## src/rtl/bcd_conversion_scheduler_if.sv

```systemverilog
// Bundle of requester, converter and result signals for the BCD conversion
// scheduler. The scheduler itself uses the slave view; the environment
// (requesters plus converter) uses the master view.
interface bcd_conversion_scheduler_if;
  // requester side
  logic [2:0] req;
  logic [7:0] data0;
  logic [7:0] data1;
  logic [7:0] data2;
  logic [2:0] gnt;

  // shared binary-to-BCD converter side
  logic       conv_start;
  logic [7:0] conv_data;
  logic       conv_done;
  logic [3:0] conv_d1;
  logic [3:0] conv_d10;
  logic [3:0] conv_d100;

  // result / status side
  logic       res_valid;
  logic [1:0] res_id;
  logic [3:0] res_d1;
  logic [3:0] res_d10;
  logic [3:0] res_d100;
  logic       busy;
  logic       timeout_err;

  modport slave (
    input  req, data0, data1, data2,
    input  conv_done, conv_d1, conv_d10, conv_d100,
    output gnt, conv_start, conv_data,
    output res_valid, res_id, res_d1, res_d10, res_d100,
    output busy, timeout_err
  );

  modport master (
    output req, data0, data1, data2,
    output conv_done, conv_d1, conv_d10, conv_d100,
    input  gnt, conv_start, conv_data,
    input  res_valid, res_id, res_d1, res_d10, res_d100,
    input  busy, timeout_err
  );
endinterface

```

## src/rtl/bcd_conversion_scheduler.sv

```systemverilog
// Round-robin scheduler sharing one binary-to-BCD converter between three
// requesters. One conversion is in flight at a time; a conversion that the
// converter never answers is abandoned after TIMEOUT_CYCLES wait cycles.
module bcd_conversion_scheduler #(
  parameter int unsigned TIMEOUT_CYCLES = 255
) (
  input  logic                       clock,
  input  logic                       reset,
  bcd_conversion_scheduler_if.slave  bus
);

  localparam logic [7:0] TIMEOUT_LIMIT = 8'(TIMEOUT_CYCLES);

  typedef enum logic {
    ST_IDLE = 1'b0,
    ST_WAIT = 1'b1
  } state_t;

  // state and datapath registers
  state_t     state_reg,       state_next;
  logic [7:0] wait_cnt_reg,    wait_cnt_next;
  logic [1:0] last_reg,        last_next;
  logic [2:0] gnt_reg,         gnt_next;
  logic       conv_start_reg,  conv_start_next;
  logic [7:0] conv_data_reg,   conv_data_next;
  logic       res_valid_reg,   res_valid_next;
  logic       timeout_err_reg, timeout_err_next;
  logic [1:0] res_id_reg,      res_id_next;
  logic [3:0] res_d1_reg,      res_d1_next;
  logic [3:0] res_d10_reg,     res_d10_next;
  logic [3:0] res_d100_reg,    res_d100_next;

  // round-robin candidates: slot 0 is last+1, slot 1 is last+2, slot 2 is last
  logic [1:0] cand_idx [3];
  logic [2:0] cand_req;
  logic       win_valid;
  logic [1:0] win_idx;
  logic [7:0] win_data;

  for (genvar gi = 0; gi < 3; gi++) begin : g_cand
    localparam logic [2:0] OFFSET = 3'(gi + 1);
    logic [2:0] cand_sum;
    assign cand_sum      = {1'b0, last_reg} + OFFSET;
    // sum never exceeds 5, so a single conditional subtract is a full mod 3
    assign cand_idx[gi]  = (cand_sum >= 3'd3) ? 2'(cand_sum - 3'd3) : cand_sum[1:0];
    assign cand_req[gi]  = bus.req[cand_idx[gi]];
  end

  // pick the first asserted requester in round-robin order
  always_comb begin
    win_valid = 1'b0;
    win_idx   = 2'd0;
    if (cand_req[0]) begin
      win_valid = 1'b1;
      win_idx   = cand_idx[0];
    end else if (cand_req[1]) begin
      win_valid = 1'b1;
      win_idx   = cand_idx[1];
    end else if (cand_req[2]) begin
      win_valid = 1'b1;
      win_idx   = cand_idx[2];
    end
  end

  // operand mux for the winning requester
  always_comb begin
    case (win_idx)
      2'd0:    win_data = bus.data0;
      2'd1:    win_data = bus.data1;
      2'd2:    win_data = bus.data2;
      default: win_data = 8'd0;
    endcase
  end

  // next-state and output decode; pulses default low, latched values hold
  always_comb begin
    state_next       = state_reg;
    wait_cnt_next    = wait_cnt_reg;
    last_next        = last_reg;
    gnt_next         = 3'b000;
    conv_start_next  = 1'b0;
    conv_data_next   = conv_data_reg;
    res_valid_next   = 1'b0;
    timeout_err_next = 1'b0;
    res_id_next      = res_id_reg;
    res_d1_next      = res_d1_reg;
    res_d10_next     = res_d10_reg;
    res_d100_next    = res_d100_reg;

    case (state_reg)
      ST_IDLE: begin
        // conv_done is deliberately not looked at here
        if (win_valid) begin
          state_next      = ST_WAIT;
          wait_cnt_next   = 8'd0;
          last_next       = win_idx;
          gnt_next        = 3'b001 << win_idx;
          conv_start_next = 1'b1;
          conv_data_next  = win_data;
        end
      end

      ST_WAIT: begin
        wait_cnt_next = wait_cnt_reg + 8'd1;
        // a done pulse coinciding with the start pulse cannot belong to this
        // conversion; a done on the timeout edge still counts as a result
        if (bus.conv_done && !conv_start_reg) begin
          state_next     = ST_IDLE;
          wait_cnt_next  = 8'd0;
          res_valid_next = 1'b1;
          res_id_next    = last_reg;
          res_d1_next    = bus.conv_d1;
          res_d10_next   = bus.conv_d10;
          res_d100_next  = bus.conv_d100;
        end else if (wait_cnt_reg + 8'd1 == TIMEOUT_LIMIT) begin
          state_next       = ST_IDLE;
          wait_cnt_next    = 8'd0;
          timeout_err_next = 1'b1;
          res_id_next      = last_reg;
        end
      end

      default: begin
        state_next = ST_IDLE;
      end
    endcase
  end

  // register update; reset leaves requester 0 with first priority
  always_ff @(posedge clock) begin
    if (reset) begin
      state_reg       <= ST_IDLE;
      wait_cnt_reg    <= 8'd0;
      last_reg        <= 2'd2;
      gnt_reg         <= 3'b000;
      conv_start_reg  <= 1'b0;
      conv_data_reg   <= 8'd0;
      res_valid_reg   <= 1'b0;
      timeout_err_reg <= 1'b0;
      res_id_reg      <= 2'd0;
      res_d1_reg      <= 4'd0;
      res_d10_reg     <= 4'd0;
      res_d100_reg    <= 4'd0;
    end else begin
      state_reg       <= state_next;
      wait_cnt_reg    <= wait_cnt_next;
      last_reg        <= last_next;
      gnt_reg         <= gnt_next;
      conv_start_reg  <= conv_start_next;
      conv_data_reg   <= conv_data_next;
      res_valid_reg   <= res_valid_next;
      timeout_err_reg <= timeout_err_next;
      res_id_reg      <= res_id_next;
      res_d1_reg      <= res_d1_next;
      res_d10_reg     <= res_d10_next;
      res_d100_reg    <= res_d100_next;
    end
  end

  assign bus.gnt         = gnt_reg;
  assign bus.conv_start  = conv_start_reg;
  assign bus.conv_data   = conv_data_reg;
  assign bus.res_valid   = res_valid_reg;
  assign bus.timeout_err = timeout_err_reg;
  assign bus.res_id      = res_id_reg;
  assign bus.res_d1      = res_d1_reg;
  assign bus.res_d10     = res_d10_reg;
  assign bus.res_d100    = res_d100_reg;
  assign bus.busy        = (state_reg == ST_WAIT);

endmodule

```

## src/flat_wrapper.sv

```systemverilog
// flat-port wrapper written by rule: the top's interface ports become plain ports
module bcd_conversion_scheduler_flat 
#(
  parameter int unsigned TIMEOUT_CYCLES = 255
)
  (clock, reset, bus_req, bus_data0, bus_data1, bus_data2, bus_conv_done, bus_conv_d1, bus_conv_d10, bus_conv_d100, bus_gnt, bus_conv_start, bus_conv_data, bus_res_valid, bus_res_id, bus_res_d1, bus_res_d10, bus_res_d100, bus_busy, bus_timeout_err);
  bcd_conversion_scheduler_if bus_i ();
  input  logic clock;
  input  logic reset;
  input wire logic [$bits(bus_i.req)-1:0] bus_req;
  input wire logic [$bits(bus_i.data0)-1:0] bus_data0;
  input wire logic [$bits(bus_i.data1)-1:0] bus_data1;
  input wire logic [$bits(bus_i.data2)-1:0] bus_data2;
  input wire logic [$bits(bus_i.conv_done)-1:0] bus_conv_done;
  input wire logic [$bits(bus_i.conv_d1)-1:0] bus_conv_d1;
  input wire logic [$bits(bus_i.conv_d10)-1:0] bus_conv_d10;
  input wire logic [$bits(bus_i.conv_d100)-1:0] bus_conv_d100;
  output wire logic [$bits(bus_i.gnt)-1:0] bus_gnt;
  output wire logic [$bits(bus_i.conv_start)-1:0] bus_conv_start;
  output wire logic [$bits(bus_i.conv_data)-1:0] bus_conv_data;
  output wire logic [$bits(bus_i.res_valid)-1:0] bus_res_valid;
  output wire logic [$bits(bus_i.res_id)-1:0] bus_res_id;
  output wire logic [$bits(bus_i.res_d1)-1:0] bus_res_d1;
  output wire logic [$bits(bus_i.res_d10)-1:0] bus_res_d10;
  output wire logic [$bits(bus_i.res_d100)-1:0] bus_res_d100;
  output wire logic [$bits(bus_i.busy)-1:0] bus_busy;
  output wire logic [$bits(bus_i.timeout_err)-1:0] bus_timeout_err;
  assign bus_i.req = bus_req;
  assign bus_i.data0 = bus_data0;
  assign bus_i.data1 = bus_data1;
  assign bus_i.data2 = bus_data2;
  assign bus_i.conv_done = bus_conv_done;
  assign bus_i.conv_d1 = bus_conv_d1;
  assign bus_i.conv_d10 = bus_conv_d10;
  assign bus_i.conv_d100 = bus_conv_d100;
  assign bus_gnt = bus_i.gnt;
  assign bus_conv_start = bus_i.conv_start;
  assign bus_conv_data = bus_i.conv_data;
  assign bus_res_valid = bus_i.res_valid;
  assign bus_res_id = bus_i.res_id;
  assign bus_res_d1 = bus_i.res_d1;
  assign bus_res_d10 = bus_i.res_d10;
  assign bus_res_d100 = bus_i.res_d100;
  assign bus_busy = bus_i.busy;
  assign bus_timeout_err = bus_i.timeout_err;
  bcd_conversion_scheduler #(.TIMEOUT_CYCLES(TIMEOUT_CYCLES)) u_core (.clock(clock), .reset(reset), .bus(bus_i));
endmodule
```

## config.mk

```make
export PLATFORM = sky130hd
export DESIGN_NAME = bcd_conversion_scheduler_flat
export DESIGN_NICKNAME = d
export VERILOG_FILES = /design/src/rtl/bcd_conversion_scheduler_if.sv /design/src/rtl/bcd_conversion_scheduler.sv /design/src/flat_wrapper.sv
export SDC_FILE = /design/constraint.sdc
export NUM_CORES = 1
export LEC_CHECK = 0
export ABC_CLOCK_PERIOD_IN_PS = 2090
export CAP_MARGIN = 40
export CORE_MARGIN = 3
export CORE_UTILIZATION = 42
export CTS_BUF_LIST = sky130_fd_sc_hd__clkbuf_4
export CTS_CLUSTER_SIZE = 16
export DETAILED_ROUTE_END_ITERATION = 10
export PLACE_DENSITY = 0.78
export RECOVER_POWER = 25
export REMOVE_ABC_BUFFERS = 1
export SLEW_MARGIN = 10
export SYNTH_ARGS = -nofsm -noshare
export SYNTH_HDL_FRONTEND = slang
export SYNTH_SLANG_ARGS = --single-unit
```

## constraint.sdc

```tcl
create_clock -name clock -period 2.09 [get_ports clock]
set_clock_uncertainty 0.1 [all_clocks]
set_input_delay 0.627 -clock clock [delete_from_list [all_inputs] [get_ports clock]]
set_output_delay 0.627 -clock clock [all_outputs]
set_load 0.02 [all_outputs]
```

==> results.md <==
* Vias in the first global route at 2030
* Drt first pass iters at 4
* Min-delay src: u_core.bus.res_d1[3]
* Cts hold-fix bufs at 0
* Seq/Total Area, Yosys at 38.3%
* # IOs at 71
* # nets final at 413
* Met3 Use GR at 7.92%
* Antenna Cells at 0
* First-pass GRT wire length at 8920 um
* GR Layer Usage met2 at 33.1%
* Final number of hold-violating endpoints at 0
* Synth area leaders: dfxtp_1 38%, nand2_1 7.4%, a21oi_1 4.2%
* I/O Buffers at 70
* Largest net degree at the start of global routing at 19
* Initial detailed-routing violation count at 92
* Die width at 75.6 um
* Worst R2R End: u_core.wait_cnt_reg[4]
* Global route overflow at 0
* P_leak at 0.00148 uW
* CTS Buf Count at 5
* Row Count at 24
* Critical path required time at 2250 ps
* Reg2Reg Depth at 10
* Unique masters post-synth at 52
* Synth-to-layout area growth at 69.7%
* IR drop worst, VDD at 761 uV
* Max Cap Viol at 0
* Post-synth top area cell: dfxtp_1
* Fraction of layout cells with a size suffix above 1 at 27.8%
* Core Area at 4500 um^2
* Hold Path Class: reg2reg
* Post-route ant nets at 0
* Slew @ Worst Pin at 551 ps
* DP Area at 3040 um^2
* Top FF cell, synth: dfxtp_1
* R2R setup slack at -10 ps
* Critical path capture point type: flop
* Synth top area share at 38.3%
* Initial core utilization at 45.2%
* Clock Power Share at 10.7%
* Most Crowded Layer GR: met2
* Max Root-Sink Buffers at 2
* Worst skew pair latency at 350 ps
* Finished Core Util at 76.7%
* Status: complete, but fails checks
* Die area at 5720 um^2
* Overall Global Routing Usage at 20.2%
* Worst setup path category: reg2reg
* Slew headroom at 63.2%
* Clock sink total at 39
* Number of synthesized register bits at 39
* Share of power burned in registers at 26.0%
* Vias per Instance at 5.46
* Met1 Use GR at 23.6%
* Residual DRC at 0
* Period utilization at 101%
* Worst Path Max Fanout at 5
* Htree depth at 2
* Clock Tree Root: clkbuf_4
* Final Worst Setup Slack at -12.8 ps
* Startpoint Class: flop
* Highest clock rate at 476 MHz
* HPWL after detailed placement at 4240 um
* Routability Congestion at 0.847
* Final setup viols at 1
* Die height at 75.6 um
* Logic pwr share at 63.3%
* Worst r2r src: u_core.last_reg[0]
* Commonest non-fill, non-tap cell in the layout: clkdlybuf4s50_1
* Tmin final at 2100 ps
* DRT Wirelength at 6350 um
* Internal power at 2220 uW
* WL per Instance at 15.2 um
* WP data arrival at 2260 ps
* Hold path cells at 2
* Final non-filler cell area at 3460 um^2
* Overall power at 3730 uW
* Switching Fraction at 40.3%
* CTS tree: built
* Reg clk slew, reported paths at 130 ps
* Syn avg cell area at 8.05 um^2
* PD cells at 1080 nW/um^2
* Slew Viols, Final at 0
* Async set-reset flop share out of synthesis at 0%
* Vias at 2287
* WHS Endpoint: u_core.bus.res_d1[3]
* Mapped Cells at 253
* Ys Warns at 0
* Commonest cells after routing, fill and taps aside: 52 x clkdlybuf4s50_1, 42 x buf_4, 39 x nand2_1
* Mapped Area at 2040 um^2
* RSZ-0062 raised after global routing: yes
* Psw at 1500 uW
* Failing checks: negative setup slack
* Number of flops mapped to enable cells by yosys at 0
* Initial antenna violation count at 0
per-layer routing:
layer	wire length [um]	share of wire (%)
met2	3080	49
met3	474	7.5
met4	173	2.7
met1	2620	41
met5	0	0
power groups by stage:
stage,Combinational (uW),Clock [uW],Sequential (uW)
6_report,2360,399,967
4_1_cts,1970,406,960
3_3_place_gp,1690,0,973
2_1_floorplan,711,0,1140
5_1_grt,2520,435,978
3_5_place_dp,1710,0,973
layout make-up:
cell class | count | area [um^2]
well taps | 52 | 65.1
clock buffers | 5 | 37.5
inverters | 11 | 41.3
fillers | 329 | 1050
multi-input cells | 190 | 1370
repair buffers | 119 | 1140
flip-flops and latches | 39 | 786
clock inverters | 3 | 20.0
metrics by stage:
| stage | worst slack [ps] | std cells | setup TNS, ps | hold slack, ps |
|---|---|---|---|---|
| floorplan | -245 | 239 | -3600 | 381 |
| global placement | -346 | 401 | -6230 | 339 |
| detailed placement | -421 | 401 | -7100 | 344 |
| CTS | 1.85 | 413 | 0 | 361 |
| global route | -128 | 419 | -918 | 381 |
| finish | -12.8 | 419 | -12.8 | 359 |
Yosys cell counts (all sizes together) (5+ instances only):
cell	number
a311oi	8
dfxtp	39
nor2	19
nand3	12
inv	11
a21oi	18
buf	7
clkbuf	7
nor3	6
ha	5
o21ai	13
nor2b	6
mux2i	5
nand2	40
a22oi	8
nand2b	8
logic make-up after synthesis:
logic type / share of synthesized area [%]
fa+ha+maj: 3.07
flops: 38.3
xor+xnor: 0.430
buf+inv: 5.53
mux: 2.46
compound gates: 23.5
simple gates: 26.7
how the worst max path moves through the flow:
| stage | slack [ps] | end | startpoint |
|---|---|---|---|
| detailed placement | -420 | u_core.bus.conv_data[3] | bus_req[1] |
| finish | -10 | u_core.wait_cnt_reg[4] | u_core.last_reg[0] |
| global placement | -350 | u_core.wait_cnt_reg[4] | bus_req[0] |
| CTS | 2 | u_core.bus.conv_data[3] | u_core.last_reg[0] |
| global route | -130 | u_core.wait_cnt_reg[4] | u_core.last_reg[0] |
| floorplan | -240 | u_core.wait_cnt_reg[4] | u_core.last_reg[0] |
worst max-delay path: stages (launching register included):
cell and delay, ps:
dfxtp_2 350, inv_2 80, buf_4 150, ha_4 170
nand2b_1 150, buf_4 130, nand4_1 140, a2111oi_4 400
buf_4 210, nand2_2 60, o311ai_2 70
timing repair:
| item | in CTS | in global routing |
|---|---|---|
| setup buffers | 3 | 4 |
| cloned | 1 | 3 |
| pin swaps | 4 | 16 |
| resized for setup | 19 | 57 |
| endpoints found under the setup margin | 17 | 33 |
(Power assumes the default switching activity.)
